### src/rtl/instr_encoder_loader.sv
// Boot-path instruction loader: packs symbolic instruction fields into 32-bit words,
// buffers them in a small FIFO and writes them sequentially into IMEM from a base address.
//
// state | meaning
// IDLE  | waiting for start
// LOAD  | accepting field sets, encoding, writing IMEM
// DONE  | one-cycle completion pulse, then IDLE
module instr_encoder_loader #(
    parameter int DEPTH     = 4,
    parameter int AW        = 10,
    parameter int MAX_WORDS = 1024
) (
    input  logic          clk,
    input  logic          rst,
    input  logic          start,
    input  logic [AW-1:0] base_addr,
    input  logic          last,
    input  logic          in_valid,
    output logic          in_ready,
    input  logic [4:0]    in_op,
    input  logic [3:0]    in_rd,
    input  logic [3:0]    in_rs1,
    input  logic [3:0]    in_rs2,
    input  logic [31:0]   in_imm,
    output logic          mem_we,
    output logic [AW-1:0] mem_addr,
    output logic [31:0]   mem_wdata,
    input  logic          mem_ready,
    output logic          busy,
    output logic          done,
    output logic          err_illegal,
    output logic          err_range,
    output logic [AW:0]   word_count
);

    localparam int PW = $clog2(DEPTH);

    typedef enum logic [1:0] {IDLE, LOAD, DONE} state_t;

    state_t        state;
    logic [AW-1:0] addrCnt;
    logic [AW:0]   wordCnt;
    logic          lastSeen;
    logic          pipeValid;
    logic [31:0]   pipeWord;
    logic [31:0]   fifoMem [DEPTH];
    logic [PW-1:0] rdPtr;
    logic [PW-1:0] wrPtr;
    logic [PW:0]   fifoCount;

    logic          isI, isSB, isR;
    logic          immOk, illegal, rangeErr;
    logic [31:0]   encWord;
    logic [31:0]   occupancy;
    logic          fifoFull, capFull, xfer, pop;

    always_comb begin
        isI = 1'b0;
        isSB = 1'b0;
        isR = 1'b0;
        case (in_op)
            5'b00000, 5'b01101, 5'b00011, 5'b01001, 5'b01100: isI = 1'b1;
            5'b00001, 5'b00111, 5'b01000: isSB = 1'b1;
            5'b00100, 5'b00101, 5'b00110, 5'b01010, 5'b01110, 5'b01111,
            5'b10000, 5'b10001, 5'b10010, 5'b10100, 5'b10101, 5'b10110,
            5'b10111, 5'b11000: isR = 1'b1;
            default: ;
        endcase
        immOk = (in_imm[31:18] == '0) || (in_imm[31:18] == '1);
        illegal = !(isI || isSB || isR);
        rangeErr = (isI || isSB) && !immOk;

        encWord = '0;
        encWord[31:27] = in_op;
        encWord[22:19] = in_rs1;
        if (isSB) begin
            encWord[26:23] = in_imm[3:0];
            encWord[18:15] = in_rs2;
            encWord[14:0]  = in_imm[18:4];
        end else if (isI) begin
            encWord[26:23] = in_rd;
            encWord[18:0]  = in_imm[18:0];
        end else begin
            encWord[26:23] = in_rd;
            encWord[18:15] = in_rs2;
        end
    end

    // Occupancy counts the encode register so an accepted word always has a FIFO slot.
    assign occupancy = 32'(fifoCount) + 32'(pipeValid);
    assign fifoFull  = occupancy >= 32'(DEPTH);
    assign capFull   = (32'(wordCnt) + occupancy) >= 32'(MAX_WORDS);
    assign in_ready  = (state == LOAD) && !lastSeen && !fifoFull && !capFull;
    assign xfer      = in_valid && in_ready;
    assign mem_we    = (state == LOAD) && (fifoCount != '0);
    assign pop       = mem_we && mem_ready;
    assign mem_addr  = addrCnt;
    assign mem_wdata = mem_we ? fifoMem[rdPtr] : '0;
    assign word_count = wordCnt;

    always_ff @(posedge clk) begin
        if (state == LOAD && pipeValid)
            fifoMem[wrPtr] <= pipeWord;
    end

    always_ff @(posedge clk or posedge rst) begin
        if (rst) begin
            state       <= IDLE;
            addrCnt     <= '0;
            wordCnt     <= '0;
            lastSeen    <= 1'b0;
            pipeValid   <= 1'b0;
            pipeWord    <= '0;
            rdPtr       <= '0;
            wrPtr       <= '0;
            fifoCount   <= '0;
            busy        <= 1'b0;
            done        <= 1'b0;
            err_illegal <= 1'b0;
            err_range   <= 1'b0;
        end else begin
            done <= 1'b0;
            case (state)
                IDLE, DONE: begin
                    state <= IDLE;
                    if (start) begin
                        state       <= LOAD;
                        busy        <= 1'b1;
                        addrCnt     <= base_addr;
                        wordCnt     <= '0;
                        lastSeen    <= 1'b0;
                        pipeValid   <= 1'b0;
                        rdPtr       <= '0;
                        wrPtr       <= '0;
                        fifoCount   <= '0;
                        err_illegal <= 1'b0;
                        err_range   <= 1'b0;
                    end
                end
                LOAD: begin
                    pipeValid <= xfer && !illegal && !rangeErr;
                    if (xfer) begin
                        pipeWord <= encWord;
                        if (illegal)
                            err_illegal <= 1'b1;
                        else if (rangeErr)
                            err_range <= 1'b1;
                        if (last)
                            lastSeen <= 1'b1;
                    end
                    if (pipeValid)
                        wrPtr <= wrPtr + PW'(1);
                    if (pop) begin
                        rdPtr   <= rdPtr + PW'(1);
                        addrCnt <= addrCnt + AW'(1);
                        wordCnt <= wordCnt + (AW+1)'(1);
                    end
                    fifoCount <= fifoCount + (PW+1)'(pipeValid) - (PW+1)'(pop);
                    if (lastSeen && fifoCount == '0 && !pipeValid) begin
                        state <= DONE;
                        done  <= 1'b1;
                        busy  <= 1'b0;
                    end
                end
                default: state <= IDLE;
            endcase
        end
    end

endmodule

### config.mk
export PLATFORM = sky130hd
export DESIGN_NAME = instr_encoder_loader
export DESIGN_NICKNAME = d
export VERILOG_FILES = /design/src/rtl/instr_encoder_loader.sv
export SDC_FILE = /design/constraint.sdc
export NUM_CORES = 1
export LEC_CHECK = 0
export BUFFER_PORTS_ARGS = -buffer_cell sky130_fd_sc_hd__buf_4
export CORE_MARGIN = 1
export CORE_UTILIZATION = 57
export DETAILED_ROUTE_END_ITERATION = 7
export GPL_ROUTABILITY_DRIVEN = 0
export PLACE_DENSITY = 0.91
export SETUP_SLACK_MARGIN = 0.05
export SYNTH_ARGS = -nofsm -noshare
export SYNTH_HDL_FRONTEND = slang
export SYNTH_SLANG_ARGS = --single-unit
export TNS_END_PERCENT = 20
### constraint.sdc
create_clock -name clk -period 3.3 [get_ports clk]
set_input_delay 0.825 -clock clk [delete_from_list [all_inputs] [get_ports clk]]
set_output_delay 0.825 -clock clk [all_outputs]
set_load 0.005 [all_outputs]
==> results of run 1 <==
## path summary, 6_finish.rpt
kind / start / endpoint / slack [ns] / cells past startpoint
worst max register to register: fifoCount[0]$_DFFE_PP0P_ / pipeWord[1]$_DFFE_PP0P_ / 0.09 / 10
worst min-delay path: rst / pipeWord[9]$_DFFE_PP0P_ / 0.44 / 3
worst min register to register: pipeWord[18]$_DFFE_PP0P_ / fifoMem[3][18]$_DFFE_PP_ / 0.53 / 0
worst max-delay path: fifoCount[0]$_DFFE_PP0P_ / in_ready / -0.15 / 8
max in group asynchronous: rst / rdPtr[0]$_DFFE_PP0P_ / 2.49 / 3
min in group clk: pipeWord[18]$_DFFE_PP0P_ / fifoMem[3][18]$_DFFE_PP_ / 0.53 / 0
## layout make-up
type / instances / area, um^2
well taps: 184 / 230
clock buffers: 21 / 440
multi-input cells: 320 / 2970
clock inverters: 11 / 96.3
fillers: 844 / 4150
repair buffers: 149 / 1160
flip-flops and latches: 196 / 5550
inverters: 16 / 60.1
## worst reg2reg max path, delay by kind of cell (launching register included)
family	cells	cell delay, ns
AO/OA/AOI/OAI	2	0.50
XOR/XNOR	1	0.20
adder cells (fa/ha/maj)	3	0.64
buffers and inverters	1	0.20
flip-flops	1	0.42
multiplexers	1	0.35
AND/OR/NAND/NOR	2	0.77
## state kept, by name (all words and copies together) (netlist names), 2 cells and up
| register | cells |
|---|---|
| word_count | 11 |
| state | 2 |
| rdPtr | 2 |
| mem_addr | 10 |
| wrPtr | 2 |
| pipeWord | 32 |
| fifoCount | 3 |
| fifoMem | 128 |
## layer usage
metal / GRT usage / vias to the layer above
met1: 0.365 / 2955
met2: 0.484 / 412
met4: 0.176 / 0
met5: 0 / -
met3: 0.0582 / 101
li1: - / 2445
## power by group
part / internal [W] / total (W) / switching (W)
Clock: 0.000986 / 0.00193 / 0.000944
Combinational: 0.00156 / 0.00304 / 0.00148
Sequential: 0.00323 / 0.00373 / 0.000498
Total: 0.00578 / 0.00870 / 0.00292
## logic make-up after synthesis
logic type,after synthesis
AOI/OAI and AO/OA,89
and+or+nand+nor,135
xor gates and xnor gates,11
adders and majority gates,18
DFF,196
buffers and inverters,45
muxes,67
## placed cells by master (no fill, tap or decap), drive strengths merged, types with 8 or more instances in the layout
cell    synthesis  routed
nand2          26      26
nor2           23      23
nand4           8       8
ha             16      16
mux4           32      32
a21oi          11      11
o21ai          35      35
mux2           30      30
edfxtp        128     128
dfrtp          68      68
nand3          10      10
a22o           17      17
and3           42      42
buf             7     149
inv            16      21
xor2            9       9
clkbuf         22      21
## what timing repair did
item                                    4_1_cts  5_1_grt
endpoints found under the setup margin       19       19
endpoints found under the hold margin         0        0
gates resized for setup                      12        1
pin swaps                                     5        3
setup buffers                                 4        1
## per-stage QoR
stage | TNS, ns | hold slack [ns] | total power (W)
after floorplan | 0 | 0.464 | 0.00534
after global placement | 0 | 0.492 | 0.00640
after detailed placement | -0.355 | 0.510 | 0.00658
after CTS | -0.121 | 0.470 | 0.00863
after global routing | -0.215 | 0.481 | 0.00902
final | -0.146 | 0.445 | 0.00870
==> impl_metrics.xml, run 1 <==
<?xml version="1.0" encoding="UTF-8"?>
<metrics>
  <group name="floorplan">
    <metric name="core-area" unit="um^2">14600</metric>
    <metric name="dieArea" unit="um^2">15700</metric>
    <metric name="fp.dieH" unit="um">125</metric>
    <metric name="io-pin-count" unit="">124</metric>
    <metric name="start_util" unit="">0.590</metric>
    <metric name="chipWidth" unit="um">125</metric>
    <metric name="rows" unit="">44</metric>
  </group>
  <group name="clocking">
    <metric name="cts_inserted_buffers" unit="">17</metric>
    <metric name="ctsHtreeMaxLevel" unit="">4</metric>
    <metric name="cts_tree" unit="">done</metric>
    <metric name="cts_hold_buf" unit="">0</metric>
    <metric name="root_buffer" unit="">sky130_fd_sc_hd__clkbuf_16</metric>
    <metric name="maximum_buffer_depth_of_the_clock_tree" unit="">2</metric>
    <metric name="cts_sinks" unit="">196</metric>
    <metric name="post_cts_clock_slew_at_the_launch_and_capture_registers_of_the_worst_setup_and_hold_paths" unit="ns">0.08</metric>
    <metric name="clk-insertion-delay-late" unit="ns">0.44</metric>
  </group>
  <group name="placement">
    <metric name="placedCellCount" unit="">860</metric>
    <metric name="buffer_ports.inserted" unit="">123</metric>
    <metric name="hpwl" unit="mm">13.2</metric>
    <metric name="post_dp_cell_area" unit="um^2">9840</metric>
    <metric name="dpl_worst_slack" unit="ns">-0.0428</metric>
  </group>
  <group name="power_and_ir_drop">
    <metric name="pwr_density_cell" unit="nW/um^2">829</metric>
    <metric name="peakVddDrop" unit="uV">418</metric>
    <metric name="leakage" unit="nW">4.24</metric>
  </group>
  <group name="yosys">
    <metric name="synth.most_common_cell" unit="">sky130_fd_sc_hd__edfxtp_1</metric>
    <metric name="ys_warn_count" unit="">0</metric>
    <metric name="post-synth-top-area-fraction" unit="">0.445</metric>
    <metric name="postSynthRegisterBits" unit="">196</metric>
    <metric name="syn-mean-instance-area" unit="um^2">15.4</metric>
    <metric name="gate_count_of_the_mapped_netlist" unit="">561</metric>
    <metric name="yosys.area_share.simple" unit="">0.0879</metric>
    <metric name="synthesis.nets" unit="">644</metric>
    <metric name="synth.yosys.seq_area_share" unit="">0.642</metric>
    <metric name="yosys.area.top_type" unit="">sky130_fd_sc_hd__edfxtp_1</metric>
    <metric name="mappedNetlistArea" unit="um^2">8640</metric>
    <metric name="async_reset_ff_frac" unit="">0.347</metric>
    <metric name="number_of_flops_mapped_to_enable_cells_by_yosys" unit="">128</metric>
    <metric name="synth_common_cells" unit="">sky130_fd_sc_hd__edfxtp_1, sky130_fd_sc_hd__dfrtp_1, sky130_fd_sc_hd__and3_1, sky130_fd_sc_hd__o21ai_0, sky130_fd_sc_hd__mux4_2</metric>
    <metric name="yosysUniqueCellTypes" unit="">56</metric>
    <metric name="synth_area_leaders" unit="">sky130_fd_sc_hd__edfxtp_1, sky130_fd_sc_hd__dfrtp_1, sky130_fd_sc_hd__mux4_2, sky130_fd_sc_hd__mux2_4, sky130_fd_sc_hd__and3_1</metric>
    <metric name="synth_xor_area_frac" unit="">0.0120</metric>
    <metric name="synthAdderAreaFrac" unit="">0.0278</metric>
    <metric name="mux_share_of_post_synthesis_cell_area" unit="">0.137</metric>
    <metric name="synth-compound-area-share" unit="">0.0691</metric>
    <metric name="synth_top_flop_cell" unit="">sky130_fd_sc_hd__edfxtp_1</metric>
    <metric name="main_combinational_cell_family_by_area_after_synthesis" unit="">multiplexers</metric>
  </group>
  <group name="worst_setup_path">
    <metric name="worst_setup_path_start_kind" unit="">register</metric>
    <metric name="critical_path.most_common_cell" unit="">sky130_fd_sc_hd__ha_4</metric>
    <metric name="crit_fanout" unit="">3</metric>
    <metric name="critical_path.max_stage_delay" unit="ns">0.46</metric>
    <metric name="worst_ep_arrival_time" unit="ns">2.62</metric>
    <metric name="critPathCaptureType" unit="">output port</metric>
    <metric name="crit_chain" unit="">ha_4, ha_4, xor2_2, ha_1, nand3_1, a2111oi_4, nor3_2, buf_4</metric>
    <metric name="timing_worst_setup_path_type" unit="">reg2out</metric>
    <metric name="crit_required" unit="ns">2.47</metric>
    <metric name="critical_path.slowest_cell" unit="">sky130_fd_sc_hd__a2111oi_4</metric>
    <metric name="critical_path_buf_inv_count" unit="">1</metric>
    <metric name="cp_top_family" unit="">adder cells</metric>
  </group>
  <group name="cells_and_area">
    <metric name="final_cell_count_no_fill" unit="">897</metric>
    <metric name="final_nets" unit="">783</metric>
    <metric name="final_cell_area" unit="um^2">10500</metric>
    <metric name="antenna_cells" unit="">0</metric>
    <metric name="syn2layout_area_growth" unit="%">21.5</metric>
    <metric name="finalCoreUtilization" unit="">0.717</metric>
    <metric name="drive_above_1_share" unit="">0.366</metric>
  </group>
  <group name="global_routing">
    <metric name="grt_antenna_before_repair" unit="">0</metric>
    <metric name="track_usage" unit="">0.294</metric>
    <metric name="remaining_overflow_grt" unit="">0</metric>
    <metric name="grt_pass1_vias" unit="">6022</metric>
    <metric name="grt_start_max_net_pins" unit="">69</metric>
    <metric name="global_route_wire_length_before_repair" unit="mm">34.1</metric>
  </group>
  <group name="sta">
    <metric name="finalWorstSetupSlack" unit="ns">-0.146</metric>
    <metric name="timing_hold_violations_final" unit="">0</metric>
    <metric name="rsz_0062_raised_after_global_routing" unit="">yes</metric>
    <metric name="setup_viol_count_final" unit="">1</metric>
    <metric name="finalCriticalPeriod" unit="ns">3.45</metric>
    <metric name="maxClockFrequency" unit="GHz">0.290</metric>
    <metric name="max_slew_margin" unit="">0.525</metric>
    <metric name="timing.clock.skew" unit="ns">0.0125</metric>
    <metric name="final_max_slew_viol_count" unit="">0</metric>
    <metric name="timing_worst_slew_pin_value" unit="ns">0.710</metric>
    <metric name="share_of_the_cycle_needed_by_the_critical_path_after_routing" unit="">1.04</metric>
  </group>
  <group name="routing">
    <metric name="drc" unit="">0</metric>
    <metric name="first_pass_detailed_route_iteration_total" unit="">7</metric>
    <metric name="met1Wirelength" unit="mm">8.30</metric>
    <metric name="via_count" unit="">5913</metric>
    <metric name="wire_per_inst" unit="um">24.8</metric>
    <metric name="wl_met3" unit="mm">1.55</metric>
    <metric name="route.detailed.vias_per_inst" unit="">6.59</metric>
    <metric name="dr.max_layer_used" unit="">met4</metric>
    <metric name="ant_nets" unit="">0</metric>
    <metric name="drt_wl_total" unit="mm">22.2</metric>
    <metric name="drt_first_iter_violations" unit="">693</metric>
    <metric name="detailroute.wirelength.met2" unit="mm">11.2</metric>
  </group>
  <group name="outcome">
    <metric name="run_status" unit="">finished with violations</metric>
    <metric name="failing_checks" unit="">negative setup slack</metric>
  </group>
  <group name="worst_hold_path">
    <metric name="worst_hold_path_type" unit="">in2async</metric>
  </group>
  <group name="run">
    <metric name="maxCapViolations" unit="">0</metric>
  </group>
</metrics>
Note: power is estimated with default switching activity, not from simulation.
==> inputs of run 2 (changes only) <==
- CTS_BUF_LIST: not set -> sky130_fd_sc_hd__clkbuf_16
==> run 2 against run 1 <==
Effect of this change: the flow still finishes with violations (negative setup slack); clock skew grew 0.0018 ns; sequential share of layout area is the same; cell count stayed put; power down 0.26%; critical endpoint unchanged; largest cell class unchanged; largest power group unchanged; highest routed layer unchanged.
==> impl_metrics.xml, run 2 (synthesis results as in run 1) <==
<?xml version="1.0" encoding="UTF-8"?>
<metrics>
  <group name="sta">
    <metric name="finalWorstSetupSlack" unit="ns">-0.138</metric>
    <metric name="setup_viol_count_final" unit="">1</metric>
    <metric name="timing.clock.skew" unit="ns">0.0143</metric>
    <metric name="hold_slack" unit="ns">0.443</metric>
    <metric name="rsz_0062_raised_after_global_routing" unit="">yes</metric>
    <metric name="timing_worst_slew_pin_value" unit="ns">0.721</metric>
    <metric name="final_max_slew_viol_count" unit="">0</metric>
    <metric name="share_of_the_cycle_needed_by_the_critical_path_after_routing" unit="">1.04</metric>
    <metric name="maxClockFrequency" unit="GHz">0.291</metric>
    <metric name="finalCriticalPeriod" unit="ns">3.44</metric>
    <metric name="timing_hold_violations_final" unit="">0</metric>
    <metric name="max_slew_margin" unit="">0.517</metric>
  </group>
  <group name="global_routing">
    <metric name="grt_pass1_vias" unit="">6025</metric>
    <metric name="remaining_overflow_grt" unit="">0</metric>
    <metric name="grt_antenna_before_repair" unit="">0</metric>
    <metric name="track_usage" unit="">0.294</metric>
    <metric name="grt_start_max_net_pins" unit="">69</metric>
    <metric name="global_route_wire_length_before_repair" unit="mm">34.1</metric>
  </group>
  <group name="clocking">
    <metric name="cts_sinks" unit="">196</metric>
    <metric name="cts_inserted_buffers" unit="">17</metric>
    <metric name="ctsHtreeMaxLevel" unit="">4</metric>
    <metric name="root_buffer" unit="">sky130_fd_sc_hd__clkbuf_16</metric>
    <metric name="post_cts_clock_slew_at_the_launch_and_capture_registers_of_the_worst_setup_and_hold_paths" unit="ns">0.08</metric>
    <metric name="clk-insertion-delay-late" unit="ns">0.44</metric>
    <metric name="cts_tree" unit="">done</metric>
    <metric name="maximum_buffer_depth_of_the_clock_tree" unit="">2</metric>
  </group>
  <group name="power_and_ir_drop">
    <metric name="peakVddDrop" unit="uV">418</metric>
    <metric name="pwr_density_cell" unit="nW/um^2">826</metric>
    <metric name="leakage" unit="nW">4.26</metric>
  </group>
  <group name="floorplan">
    <metric name="fp.dieH" unit="um">125</metric>
    <metric name="io-pin-count" unit="">124</metric>
    <metric name="rows" unit="">44</metric>
    <metric name="chipWidth" unit="um">125</metric>
    <metric name="start_util" unit="">0.590</metric>
    <metric name="dieArea" unit="um^2">15700</metric>
    <metric name="core-area" unit="um^2">14600</metric>
  </group>
  <group name="cells_and_area">
    <metric name="antenna_cells" unit="">0</metric>
    <metric name="syn2layout_area_growth" unit="%">21.5</metric>
    <metric name="largest_register" unit="">fifoMem</metric>
    <metric name="layout_common_cells" unit="">sky130_fd_sc_hd__buf_4, sky130_fd_sc_hd__edfxtp_1, sky130_fd_sc_hd__dfrtp_1, sky130_fd_sc_hd__and3_1, sky130_fd_sc_hd__o21ai_0</metric>
    <metric name="ff_latch_area" unit="um^2">5550</metric>
    <metric name="most_common_cell_after_layout_fill_and_taps_aside" unit="">sky130_fd_sc_hd__buf_4</metric>
    <metric name="fillerInstances" unit="">844</metric>
    <metric name="final_nets" unit="">783</metric>
    <metric name="drive_above_1_share" unit="">0.366</metric>
    <metric name="multi_input_area" unit="um^2">2970</metric>
    <metric name="final_cell_area" unit="um^2">10500</metric>
    <metric name="largest_register_ff_count" unit="">128</metric>
  </group>
  <group name="worst_setup_path">
    <metric name="worst_setup_path_start_kind" unit="">register</metric>
    <metric name="critical_path.reg2reg.endpoint" unit="">pipeWord[1]$_DFFE_PP0P_</metric>
    <metric name="critical_path_buf_inv_count" unit="">1</metric>
    <metric name="crit_required" unit="ns">2.47</metric>
    <metric name="cp_top_family" unit="">adder cells</metric>
    <metric name="timing_worst_setup_path_type" unit="">reg2out</metric>
    <metric name="worst_ep_arrival_time" unit="ns">2.61</metric>
    <metric name="critical_path.most_common_cell" unit="">sky130_fd_sc_hd__ha_4</metric>
    <metric name="crit_fanout" unit="">3</metric>
    <metric name="critical_path.slowest_cell" unit="">sky130_fd_sc_hd__a2111oi_4</metric>
    <metric name="worst-r2r-setup-slack" unit="ns">0.09</metric>
    <metric name="crit_chain" unit="">ha_4, ha_4, xor2_2, ha_1, nand3_1, a2111oi_4, nor3_2, buf_4</metric>
    <metric name="critical_path.max_stage_delay" unit="ns">0.45</metric>
    <metric name="rr_worst_depth" unit="">10</metric>
    <metric name="critPathCaptureType" unit="">output port</metric>
    <metric name="worst_r2r_startpoint" unit="">fifoCount[0]$_DFFE_PP0P_</metric>
  </group>
  <group name="run">
    <metric name="maxCapViolations" unit="">0</metric>
  </group>
  <group name="routing">
    <metric name="first_pass_detailed_route_iteration_total" unit="">7</metric>
    <metric name="wire_per_inst" unit="um">24.6</metric>
    <metric name="via_count" unit="">5837</metric>
    <metric name="ant_nets" unit="">0</metric>
    <metric name="drc" unit="">0</metric>
    <metric name="route.detailed.vias_per_inst" unit="">6.51</metric>
    <metric name="drt_first_iter_violations" unit="">742</metric>
    <metric name="drt_wl_total" unit="mm">22.1</metric>
  </group>
  <group name="outcome">
    <metric name="failing_checks" unit="">negative setup slack</metric>
    <metric name="run_status" unit="">finished with violations</metric>
  </group>
  <group name="placement">
    <metric name="buffer_ports.inserted" unit="">123</metric>
    <metric name="hpwl" unit="mm">13.2</metric>
    <metric name="post_dp_cell_area" unit="um^2">9840</metric>
  </group>
  <group name="worst_hold_path">
    <metric name="worst_hold_path_type" unit="">in2async</metric>
  </group>
</metrics>
-- run 2: changes by cell type in the layout (fill, tap and decap cells not counted) --
cell                       previous run  this run
sky130_fd_sc_hd__inv_1               14        18
sky130_fd_sc_hd__clkbuf_1             4         0
-- run 2: worst max-delay path by stage --
stage                             startpoint                 endpoint  slack (ns)  depth (start not counted)
floorplan              pipeValid$_DFFE_PP0P_                 in_ready        0.13                          8
global placement    fifoCount[0]$_DFFE_PP0P_                 in_ready        0.12                          9
detailed placement  fifoCount[0]$_DFFE_PP0P_  pipeWord[1]$_DFFE_PP0P_       -0.04                         10
CTS                 fifoCount[0]$_DFFE_PP0P_                 in_ready       -0.12                          9
global route        fifoCount[0]$_DFFE_PP0P_                 in_ready       -0.22                          9
finish              fifoCount[0]$_DFFE_PP0P_                 in_ready       -0.14                          8
-- run 2: worst register-to-register path: stages, from the launching register on --
cell and delay, ns:
sky130_fd_sc_hd__dfrtp_1 0.42, sky130_fd_sc_hd__ha_4 0.19, sky130_fd_sc_hd__ha_4 0.16, sky130_fd_sc_hd__xor2_2 0.20
sky130_fd_sc_hd__ha_1 0.28, sky130_fd_sc_hd__a211oi_2 0.35, sky130_fd_sc_hd__a2111oi_4 0.15, sky130_fd_sc_hd__or3b_4 0.49
sky130_fd_sc_hd__nor2_8 0.28, sky130_fd_sc_hd__buf_12 0.20, sky130_fd_sc_hd__mux2_2 0.35
-- run 2: metal layers --
| metal | track usage | part of all wire |
|---|---|---|
| met1 | 0.365 | 0.37 |
| met2 | 0.484 | 0.50 |
| met3 | 0.0582 | 0.072 |
| met4 | 0.176 | 0.052 |
| met5 | 0 | 0 |
-- run 2: what timing repair did --
item | CTS | global route
hold buffers | 0 | 0
endpoints found under the setup margin | 19 | 19
setup buffers | 4 | 1
pin swaps | 5 | 3
resized for setup | 12 | 1
-- run 2: layout make-up --
type / count / share of cell area
multi-input cells: 320 / 0.283
clock buffers: 17 / 0.0405
repair buffers: 149 / 0.110
inverters: 16 / 0.00572
well taps: 184 / 0.0219
clock inverters: 15 / 0.0106
flip-flops and latches: 196 / 0.528
-- run 2: per-stage QoR --
stage	power, W	setup WS (ns)	util	std cells	TNS (ns)
after floorplan	0.00534	0.131	-	561	0
after global placement	0.00640	0.115	0.672	860	0
after detailed placement	0.00658	-0.0428	0.672	860	-0.355
after CTS	0.00862	-0.121	0.716	896	-0.121
after global routing	0.00900	-0.215	0.717	897	-0.215
final	0.00868	-0.138	0.717	897	-0.138
-- run 2: report_power, final --
| group | total, W | internal [W] | switching, W |
|---|---|---|---|
| Combinational | 0.00304 | 0.00156 | 0.00147 |
| Sequential | 0.00373 | 0.00323 | 0.000493 |
| Clock | 0.00191 | 0.000973 | 0.000940 |
| Total | 0.00868 | 0.00577 | 0.00291 |
